===== src/rtl/writeback_arbiter.sv =====
// Writeback arbiter: per-source result FIFOs merged by round-robin into a single
// registered register-file write port, with a scoreboard-style hazard query for decode.
module writeback_arbiter #(
  parameter int unsigned NUM_SRC = 3,
  parameter int unsigned XLEN    = 32,
  parameter int unsigned DEPTH   = 2
) (
  input  logic                    clk,
  input  logic                    rst_n,
  input  logic                    flush,
  input  logic [NUM_SRC-1:0]      src_valid,
  output logic [NUM_SRC-1:0]      src_ready,
  input  logic [NUM_SRC*5-1:0]    src_rd,
  input  logic [NUM_SRC*XLEN-1:0] src_data,
  input  logic [4:0]              hazard_rd,
  output logic                    hazard_pending,
  output logic [4:0]              wb_rd_addr,
  output logic [XLEN-1:0]         wb_rd_data,
  output logic                    wb_rd_we,
  output logic                    idle
);

  localparam int unsigned PW = (DEPTH > 1) ? $clog2(DEPTH) : 1;
  localparam int unsigned CW = $clog2(DEPTH + 1);
  localparam int unsigned IW = (NUM_SRC > 1) ? $clog2(NUM_SRC) : 1;

  logic [CW-1:0]    cnt_q  [NUM_SRC];
  logic [CW-1:0]    cnt_d  [NUM_SRC];
  logic [PW-1:0]    wptr_q [NUM_SRC];
  logic [PW-1:0]    wptr_d [NUM_SRC];
  logic [PW-1:0]    rptr_q [NUM_SRC];
  logic [PW-1:0]    rptr_d [NUM_SRC];
  logic [DEPTH-1:0] vld_q  [NUM_SRC];
  logic [DEPTH-1:0] vld_d  [NUM_SRC];
  logic [4:0]       rd_mem   [NUM_SRC][DEPTH];
  logic [XLEN-1:0]  data_mem [NUM_SRC][DEPTH];

  logic [IW-1:0]    rr_q, rr_d;
  logic [4:0]       wb_addr_q, wb_addr_d;
  logic [XLEN-1:0]  wb_data_q, wb_data_d;
  logic             wb_we_q, wb_we_d;

  logic [NUM_SRC-1:0] push, pop;
  logic               gnt_vld;
  logic [IW-1:0]      gnt_idx;

  function automatic logic [PW-1:0] ptr_inc(input logic [PW-1:0] p);
    return (p == PW'(DEPTH - 1)) ? '0 : p + PW'(1);
  endfunction

  // rd==0 results are accepted but dropped: x0 is never written.
  always_comb begin
    for (int i = 0; i < NUM_SRC; i++) begin
      src_ready[i] = rst_n & ~flush & (cnt_q[i] < CW'(DEPTH));
      push[i]      = src_valid[i] & src_ready[i] & (src_rd[5*i +: 5] != 5'd0);
    end
  end

  // Scan farthest-to-nearest so the nearest non-empty queue after rr_q wins.
  always_comb begin
    int unsigned idx;
    idx     = 0;
    gnt_vld = 1'b0;
    gnt_idx = '0;
    for (int unsigned k = NUM_SRC; k >= 1; k--) begin
      idx = (32'(rr_q) + k) % NUM_SRC;
      if (cnt_q[IW'(idx)] != '0) begin
        gnt_vld = 1'b1;
        gnt_idx = IW'(idx);
      end
    end
    for (int i = 0; i < NUM_SRC; i++) begin
      pop[i] = gnt_vld & ~flush & (gnt_idx == IW'(i));
    end
  end

  always_comb begin
    for (int i = 0; i < NUM_SRC; i++) begin
      cnt_d[i]  = cnt_q[i];
      wptr_d[i] = wptr_q[i];
      rptr_d[i] = rptr_q[i];
      vld_d[i]  = vld_q[i];
      if (flush) begin
        cnt_d[i]  = '0;
        wptr_d[i] = '0;
        rptr_d[i] = '0;
        vld_d[i]  = '0;
      end else begin
        if (pop[i]) begin
          rptr_d[i]            = ptr_inc(rptr_q[i]);
          vld_d[i][rptr_q[i]]  = 1'b0;
        end
        if (push[i]) begin
          wptr_d[i]            = ptr_inc(wptr_q[i]);
          vld_d[i][wptr_q[i]]  = 1'b1;
        end
        unique case ({push[i], pop[i]})
          2'b10:   cnt_d[i] = cnt_q[i] + CW'(1);
          2'b01:   cnt_d[i] = cnt_q[i] - CW'(1);
          default: cnt_d[i] = cnt_q[i];
        endcase
      end
    end
  end

  always_comb begin
    rr_d      = rr_q;
    wb_addr_d = wb_addr_q;
    wb_data_d = wb_data_q;
    wb_we_d   = 1'b0;
    if (flush) begin
      rr_d = IW'(NUM_SRC - 1);
    end else if (gnt_vld) begin
      rr_d      = gnt_idx;
      wb_we_d   = 1'b1;
      wb_addr_d = rd_mem[gnt_idx][rptr_q[gnt_idx]];
      wb_data_d = data_mem[gnt_idx][rptr_q[gnt_idx]];
    end
  end

  always_ff @(posedge clk) begin
    for (int i = 0; i < NUM_SRC; i++) begin
      if (push[i]) begin
        rd_mem[i][wptr_q[i]]   <= src_rd[5*i +: 5];
        data_mem[i][wptr_q[i]] <= src_data[XLEN*i +: XLEN];
      end
    end
  end

  always_ff @(posedge clk or negedge rst_n) begin
    if (!rst_n) begin
      for (int i = 0; i < NUM_SRC; i++) begin
        cnt_q[i]  <= '0;
        wptr_q[i] <= '0;
        rptr_q[i] <= '0;
        vld_q[i]  <= '0;
      end
      rr_q      <= IW'(NUM_SRC - 1);
      wb_addr_q <= '0;
      wb_data_q <= '0;
      wb_we_q   <= 1'b0;
    end else begin
      for (int i = 0; i < NUM_SRC; i++) begin
        cnt_q[i]  <= cnt_d[i];
        wptr_q[i] <= wptr_d[i];
        rptr_q[i] <= rptr_d[i];
        vld_q[i]  <= vld_d[i];
      end
      rr_q      <= rr_d;
      wb_addr_q <= wb_addr_d;
      wb_data_q <= wb_data_d;
      wb_we_q   <= wb_we_d;
    end
  end

  // A register stays pending from enqueue until its writeback has been presented.
  always_comb begin
    logic hit;
    logic busy;
    hit  = wb_we_q & (wb_addr_q == hazard_rd);
    busy = wb_we_q;
    for (int i = 0; i < NUM_SRC; i++) begin
      if (cnt_q[i] != '0) busy = 1'b1;
      for (int j = 0; j < DEPTH; j++) begin
        if (vld_q[i][j] && (rd_mem[i][j] == hazard_rd)) hit = 1'b1;
      end
    end
    hazard_pending = (hazard_rd != 5'd0) & hit;
    idle           = ~busy;
  end

  assign wb_rd_addr = wb_addr_q;
  assign wb_rd_data = wb_data_q;
  assign wb_rd_we   = wb_we_q;

endmodule


===== config.mk =====
export PLATFORM = sky130hd
export DESIGN_NAME = writeback_arbiter
export DESIGN_NICKNAME = d
export VERILOG_FILES = /design/src/rtl/writeback_arbiter.sv
export SDC_FILE = /design/constraint.sdc
export NUM_CORES = 1
export LEC_CHECK = 0
export BUFFER_PORTS_ARGS = -buffer_cell sky130_fd_sc_hd__buf_2
export CAP_MARGIN = 40
export CORE_MARGIN = 8
export CORE_UTILIZATION = 57
export CTS_CLUSTER_SIZE = 10
export DETAILED_ROUTE_END_ITERATION = 10
export PLACE_DENSITY = 0.81
export SLEW_MARGIN = 20
export SYNTH_ARGS = -nofsm -noshare
export SYNTH_HDL_FRONTEND = slang
export SYNTH_SLANG_ARGS = --single-unit

===== constraint.sdc =====
create_clock -name clk -period 3.65 [get_ports clk]
set_input_delay 0.73 -clock clk [delete_from_list [all_inputs] [get_ports clk]]
set_output_delay 0.73 -clock clk [all_outputs]
set_load 0.01 [all_outputs]

==> impl_metrics.ini, run 1 <==
[run_status]
status = finished, final reports clean

[layout]
final_common_cell = edfxtp_1
finalNetCount = 1199
drive_above_1_share_pct = 21.9
area_growth_pct = 18.7
layout_common_cells = 222 x edfxtp_1, 166 x nand2_1, 163 x buf_2

[clocking]
cts_max_level = 2
cts.sinks = 280
cts_setup_buffers = 0
ctsResizeCount = 0
cts_inserted_buffers = 34
cts_hold_buf = 0
cts_tree = built
clk_latency_ns = 0.49
path_clk_slew_ns = 0.06
root_buffer = clkbuf_16
max-clock-path-buffers = 3

[die]
num_rows = 52
die_h_microns = 159
io_pins = 165
dieArea_sq_um = 25300
initial_core_util_pct = 57.8
die_w_microns = 159
coreArea_sq_um = 20200

[setup_path]
cp.required_ns = 4.00
cp-start-kind = flip-flop
critical_path_arrival_ns = 3.70
critical_path_class = flip-flop to flip-flop
crit_fanout = 13
cp-end-kind = flip-flop

[timing]
fin_worst_skew_ns = 0.0177
min_period_ns = 3.35
slew_violations = 0
holdWs_ns = 0.268
hold_violations = 0
tns_ns = 0
worst_slew_pin_slew_ns = 0.735
grt_setup_unrepaired = false
max_freq_ghz = 0.298
slew_headroom_pct = 51.0
finalSetupViolations = 0
period_share_pct = 91.8

[logic_synthesis]
syn-num-nets = 1031
yosysTopAreaCell = edfxtp_1
yosysUniqueCellTypes = 54
syn-instance-count = 905
synth_warnings = 0
synth_top_area_share_pct = 57.2
syn_avg_cell_area_sq_um = 12.9
ys.flop_type = edfxtp_1
synth_seq_cells = 280
synth_edf_count = 222
synth_area_sq_um = 11600
synthArstFlopShare_pct = 20.7
synth_area_leaders = edfxtp_1 57%, dfrtp_1 12%, nand2_1 5.3%
seq_area_frac_synth_pct = 69.7

[drt]
drtIter0Drc = 511
postRouteWirelength_microns = 28300
wl_per_cell_microns = 20.6
via_count = 7802
ant_nets = 0
viasPerCell = 5.69
drtPass1Iterations = 5
drc = 0

[power]
powerDensity_nw_per_um2 = 731
p_leak_uw = 0.00551
ir_drop_v = 0.000524

[global_route]
gr-total-overflow = 0
grt_max_degree = 78
grt_pass1_vias = 8146
grt_pass1_wl_microns = 43600
grt_antenna_before_repair = 5
grt_util_all_layers_pct = 21.7

[place]
globalplace.congestion = 0.818
dp_hpwl_microns = 18200
portBuffers = 164

[hold_path]
hp-class = input pin to async pin

[flow_run]
maxCapViolCount = 0
==> cell usage after synthesis, drive strengths merged, types with 2 or more instances <==
| cell | number |
|---|---|
| edfxtp | 222 |
| nor2 | 93 |
| nor4b | 2 |
| nand3b | 3 |
| o32a | 4 |
| or4 | 3 |
| buf | 13 |
| a21oi | 9 |
| o32ai | 3 |
| nor4 | 6 |
| o31a | 2 |
| and2 | 3 |
| mux2i | 43 |
| nor2b | 2 |
| xnor2 | 16 |
| inv | 15 |
| ha | 4 |
| dfrtp | 57 |
| or3 | 6 |
| or2 | 2 |
| nand4 | 2 |
| o21ai | 47 |
| a31oi | 65 |
| clkbuf | 41 |
| a211o | 5 |
| xor2 | 26 |
| nand2b | 7 |
| nor3b | 3 |
| nand2 | 166 |
| nor3 | 4 |
| a2111oi | 10 |
| o211ai | 2 |
| nand3 | 8 |
==> worst max-delay path, cell delays in order (launching register included) <==
cell and delay, ns:
dfstp_2 0.54, inv_1 0.07, ha_1 0.29, nor3_1 0.39, o32a_1 0.30, nor4b_2 0.53, nor3b_4 0.15, a2bb2oi_4 0.29
buf_4 0.32, mux2i_1 0.24, o21ai_1 0.08
==> area by class of cell <==
class / instances / area (sq um)
repair buffers: 186 / 1090
diodes: 4 / 10.0
fillers: 1432 / 6340
clock buffers: 57 / 958
inverters: 15 / 56.3
clock inverters: 3 / 21.3
multi-input cells: 556 / 3240
flip-flops and latches: 280 / 8120
well taps: 270 / 338
==> per-stage QoR <==
step | power, uW | cell area [sq um] | setup slack (ns) | util, % | instances
global route | 10600 | 13800 | 0.0879 | 68.6 | 1371
finish | 10100 | 13800 | 0.299 | 68.6 | 1371
global placement | 7050 | 12800 | 0.548 | 63.4 | 1304
CTS | 10200 | 13800 | 0.352 | 68.4 | 1365
detailed placement | 7180 | 12800 | 0.375 | 63.5 | 1305
floorplan | 6220 | 11600 | 0.254 | - | 905
==> final timing paths <==
path / slack [ns] / cells past startpoint / end / start
min in group clk: 0.43 / 1 / data_mem[1][26] / src_data[58]
worst max-delay path: 0.30 / 10 / wb_rd_data[12] / rr_q[1]
worst min register to register: 0.48 / 2 / wb_rd_data[17] / wb_rd_data[17]
max in group asynchronous: 2.78 / 3 / rr_q[1] / rst_n
worst min-delay path: 0.27 / 2 / vld_q[5] / rst_n
worst max register to register: 0.30 / 10 / wb_rd_data[12] / rr_q[1]
==> power breakdown <==
group / internal (uW) / switching [uW] / leakage [uW]
clock: 1780 / 1190 / 0.000468
combinational: 1220 / 1890 / 0.00229
sequential: 3790 / 240 / 0.00275
==> flip-flops by register name (all words and copies together), names as in the netlist <==
signal      cells
wptr_q          3
rptr_q          3
cnt_q           6
wb_rd_addr      5
vld_q           6
rr_q            2
wb_rd_we        1
wb_rd_data     32
data_mem      192
rd_mem         30
==> cells by family (layout without fill, tap and decap cells) <==
| kind of cell | after synthesis | count (layout) | share of synthesized area (%) |
|---|---|---|---|
| and+or+nand+nor | 311 | 311 | 11.3 |
| DFF | 280 | 280 | 69.7 |
| AOI/OAI and AO/OA | 156 | 156 | 8.79 |
| buffers and inverters | 69 | 261 | 2.81 |
| muxes | 43 | 43 | 3.80 |
| xor gates and xnor gates | 42 | 42 | 3.16 |
| adders and majority gates | 4 | 4 | 0.430 |
| other | 0 | 4 | 0 |
==> layer usage <==
metal  track usage, %  wire, microns  up-vias
li1                 -              -     3634
met3             4.96           2260       69
met5                0              9        -
met1             26.4          11000     3771
met2             36.8          13900      326
met4             9.26           1070        2
Power figures use the tool's default switching activity.
==> inputs of run 2 (changes only) <==
--- a/config.mk
+++ b/config.mk
@@ -5,13 +5,14 @@
 export SDC_FILE = /design/constraint.sdc
 export NUM_CORES = 1
 export LEC_CHECK = 0
+export ABC_AREA = 1
 export BUFFER_PORTS_ARGS = -buffer_cell sky130_fd_sc_hd__buf_2
 export CAP_MARGIN = 40
 export CORE_MARGIN = 8
-export CORE_UTILIZATION = 57
+export CORE_UTILIZATION = 58
 export CTS_CLUSTER_SIZE = 10
 export DETAILED_ROUTE_END_ITERATION = 10
-export PLACE_DENSITY = 0.81
+export PLACE_DENSITY = 0.82
 export SLEW_MARGIN = 20
 export SYNTH_ARGS = -nofsm -noshare
 export SYNTH_HDL_FRONTEND = slang
==> impl_metrics.ini, run 2 <==
[die]
die_h_microns = 164
coreArea_sq_um = 21600
die_w_microns = 164
dieArea_sq_um = 26900
initial_core_util_pct = 58.7
num_rows = 54
io_pins = 165

[logic_synthesis]
yosysTopAreaCell = edfxtp_1
ys_top_cells_by_count = 500 x nand2_1, 222 x edfxtp_1, 177 x nand3_1, 172 x inv_1, 57 x dfrtp_1
synth_warnings = 0
synth_seq_cells = 280
syn-num-nets = 1450
synthArstFlopShare_pct = 20.7
synth_area_leaders = edfxtp_1 53%, nand2_1 15%, dfrtp_1 11%
synth_top_area_share_pct = 52.5
yosysUniqueCellTypes = 39
ys.flop_type = edfxtp_1
synth_edf_count = 222
synth_area_sq_um = 12700
seq_area_frac_synth_pct = 64.0
yosysMostFrequentCell = nand2_1
syn_avg_cell_area_sq_um = 9.58
syn-instance-count = 1324

[layout]
final_common_cell = nand2_1
area_growth_pct = 16.8
postLayoutCoreUtil_pct = 68.5
instances_no_fill = 1792
seq_area_sq_um = 8120
multiInputGateArea_sq_um = 3610
finalNetCount = 1614
drive_above_1_share_pct = 17.6
layout_common_cells = 499 x nand2_1, 222 x edfxtp_1, 177 x nand3_1
largest_reg_flops = 192
antenna_cells = 0
fillerInstances = 1605

[global_route]
gr-total-overflow = 0
grt_antenna_before_repair = 0
top_usage_layer = met2
met3_usage_pct = 4.11
grt_util_all_layers_pct = 24.4
grt_util_met1_pct = 30.6
use_met2_pct = 41.2
grt_pass1_vias = 9953
grt_max_degree = 59
grt_pass1_wl_microns = 51100

[clocking]
cts_tree = built
cts.sinks = 280
cts_inserted_buffers = 34
cts_setup_buffers = 0
cts_max_level = 2
clk_latency_ns = 0.50
path_clk_slew_ns = 0.06
root_buffer = clkbuf_16
ctsResizeCount = 0
cts_hold_buf = 0
max-clock-path-buffers = 3

[timing]
finalWorstSetupSlack_ns = 0.589
min_period_ns = 3.06
hold_violations = 0
grt_setup_unrepaired = false
worst_slew_pin_slew_ns = 0.635
tns_ns = 0
period_share_pct = 83.9
fin_worst_skew_ns = 0.0137
holdWs_ns = 0.154
max_freq_ghz = 0.327
slew_headroom_pct = 57.7
slew_violations = 0
finalSetupViolations = 0

[setup_path]
cp.required_ns = 4.03
crit_chain = inv_1 -> ha_1 -> inv_2 -> nand3_1 -> nand3_2 -> a21oi_2 -> nand2_2 -> buf_4 -> nand3_1 -> nand2_2 -> inv_2 -> nand2_4 -> nand2_1 -> nand3_1 -> nand2_1
startpoint = rr_q[0]
critical_path_arrival_ns = 3.44
r2r_cells = 15
crit_fanout = 39
cp_slowest_stage_delay_ns = 0.39
crit_top_cell = nand3_1
cpMaxStageDelayCell = dfrtp_1
crit_buf_inv = 4
cp-start-kind = flip-flop
reg2reg_slack_ns = 0.59
rr_startpoint = rr_q[0]
endpoint = wb_rd_addr[0]
critical_path_class = flip-flop to flip-flop
cp.depth = 15
cp_top_family = simple AND/OR/NAND/NOR gates
rr_endpoint = wb_rd_addr[0]
cp-end-kind = flip-flop

[drt]
viasPerCell = 5.45
drtIter0Drc = 817
via_count = 9765
drtPass1Iterations = 5
wl_per_cell_microns = 18.3
ant_nets = 0
drc = 0
postRouteWirelength_microns = 32800

[flow_run]
maxCapViolCount = 0

[place]
dp_hpwl_microns = 22000
placed_cells = 1731
portBuffers = 164
globalplace.congestion = 0.902
place_ws_ns = 0.635

[power]
powerDensity_nw_per_um2 = 1010
ir_drop_v = 0.000659
p_leak_uw = 0.00700

[run_status]
status = finished, final reports clean

[hold_path]
hp-class = input pin to async pin
==> run 2: cell types whose count changed in the layout (fill, tap and decap cells not counted), moves of 7 or more <==
cell,before,now
xnor2_1,16,4
o21ai_1,31,0
o22ai_1,1,10
inv_2,3,13
nand3_1,8,177
buf_4,14,22
xor2_1,26,8
mux2i_1,42,0
nand2b_1,7,0
nand2_1,166,499
a2111oi_0,10,0
inv_1,12,171
nor2_1,90,21
a31oi_1,65,1
==> run 2: worst min-delay path by stage <==
| stage | start | endpoint | slack, ns | cells after the start |
|---|---|---|---|---|
| 3_5_place_dp | wb_rd_data[25] | wb_rd_data[25] | 0.46 | 2 |
| 5_1_grt | rst_n | wb_rd_addr[3] | 0.16 | 2 |
| 3_3_place_gp | wb_rd_data[25] | wb_rd_data[25] | 0.46 | 2 |
| 4_1_cts | src_data[28] | data_mem[0][60] | 0.40 | 1 |
| 2_1_floorplan | rst_n | cnt_q[0] | 0.43 | 0 |
| 6_report | rst_n | wb_rd_addr[3] | 0.15 | 2 |
==> run 2: metrics by stage <==
stage | instance area (sq um) | power, uW
6_report | 14800 | 14900
5_1_grt | 14800 | 16100
4_1_cts | 14800 | 15000
3_5_place_dp | 13800 | 11800
3_3_place_gp | 13800 | 11600
2_1_floorplan | 12700 | 10100
==> run 2: where the power goes <==
group	internal, uW	total [uW]	switching [uW]
clock network	1820	3030	1210
registers	3860	4120	256
logic	2350	7810	5450
==> run 2: worst register-to-register path: cells and delay by family (launching register included) <==
kind	cells	cell delay (ns)
and+or+nand+nor	9	1.55
DFF	1	0.39
buffers and inverters	4	0.63
adders and majority gates	1	0.35
AOI/OAI and AO/OA	1	0.05
==> run 2: per-layer routing <==
layer  vias up  wire length, microns
met1      4590                 12700
met2       481                 16100
met5         -                     0
met3        91                  2810
li1       4603                     -
met4         0                  1150
==> run 2: kinds of logic (layout without fill, tap and decap cells) <==
| group | count (synthesis) | count (layout) | synth area share, % |
|---|---|---|---|
| fa+ha+maj | 4 | 4 | 0.395 |
| buf+inv | 245 | 433 | 8.03 |
| compound gates | 50 | 50 | 2.49 |
| xor+xnor | 12 | 12 | 0.828 |
| simple gates | 733 | 733 | 24.3 |
| flops | 280 | 280 | 64.0 |
==> run 2: area by class of cell <==
cell class,instances,share of cell area (%)
clock buffer,58,6.63
clock inverter,2,0.0845
inverter,184,4.66
multi-input combinational,799,24.3
sequential,280,54.8
tap,280,2.36
timing repair buffer,189,7.11
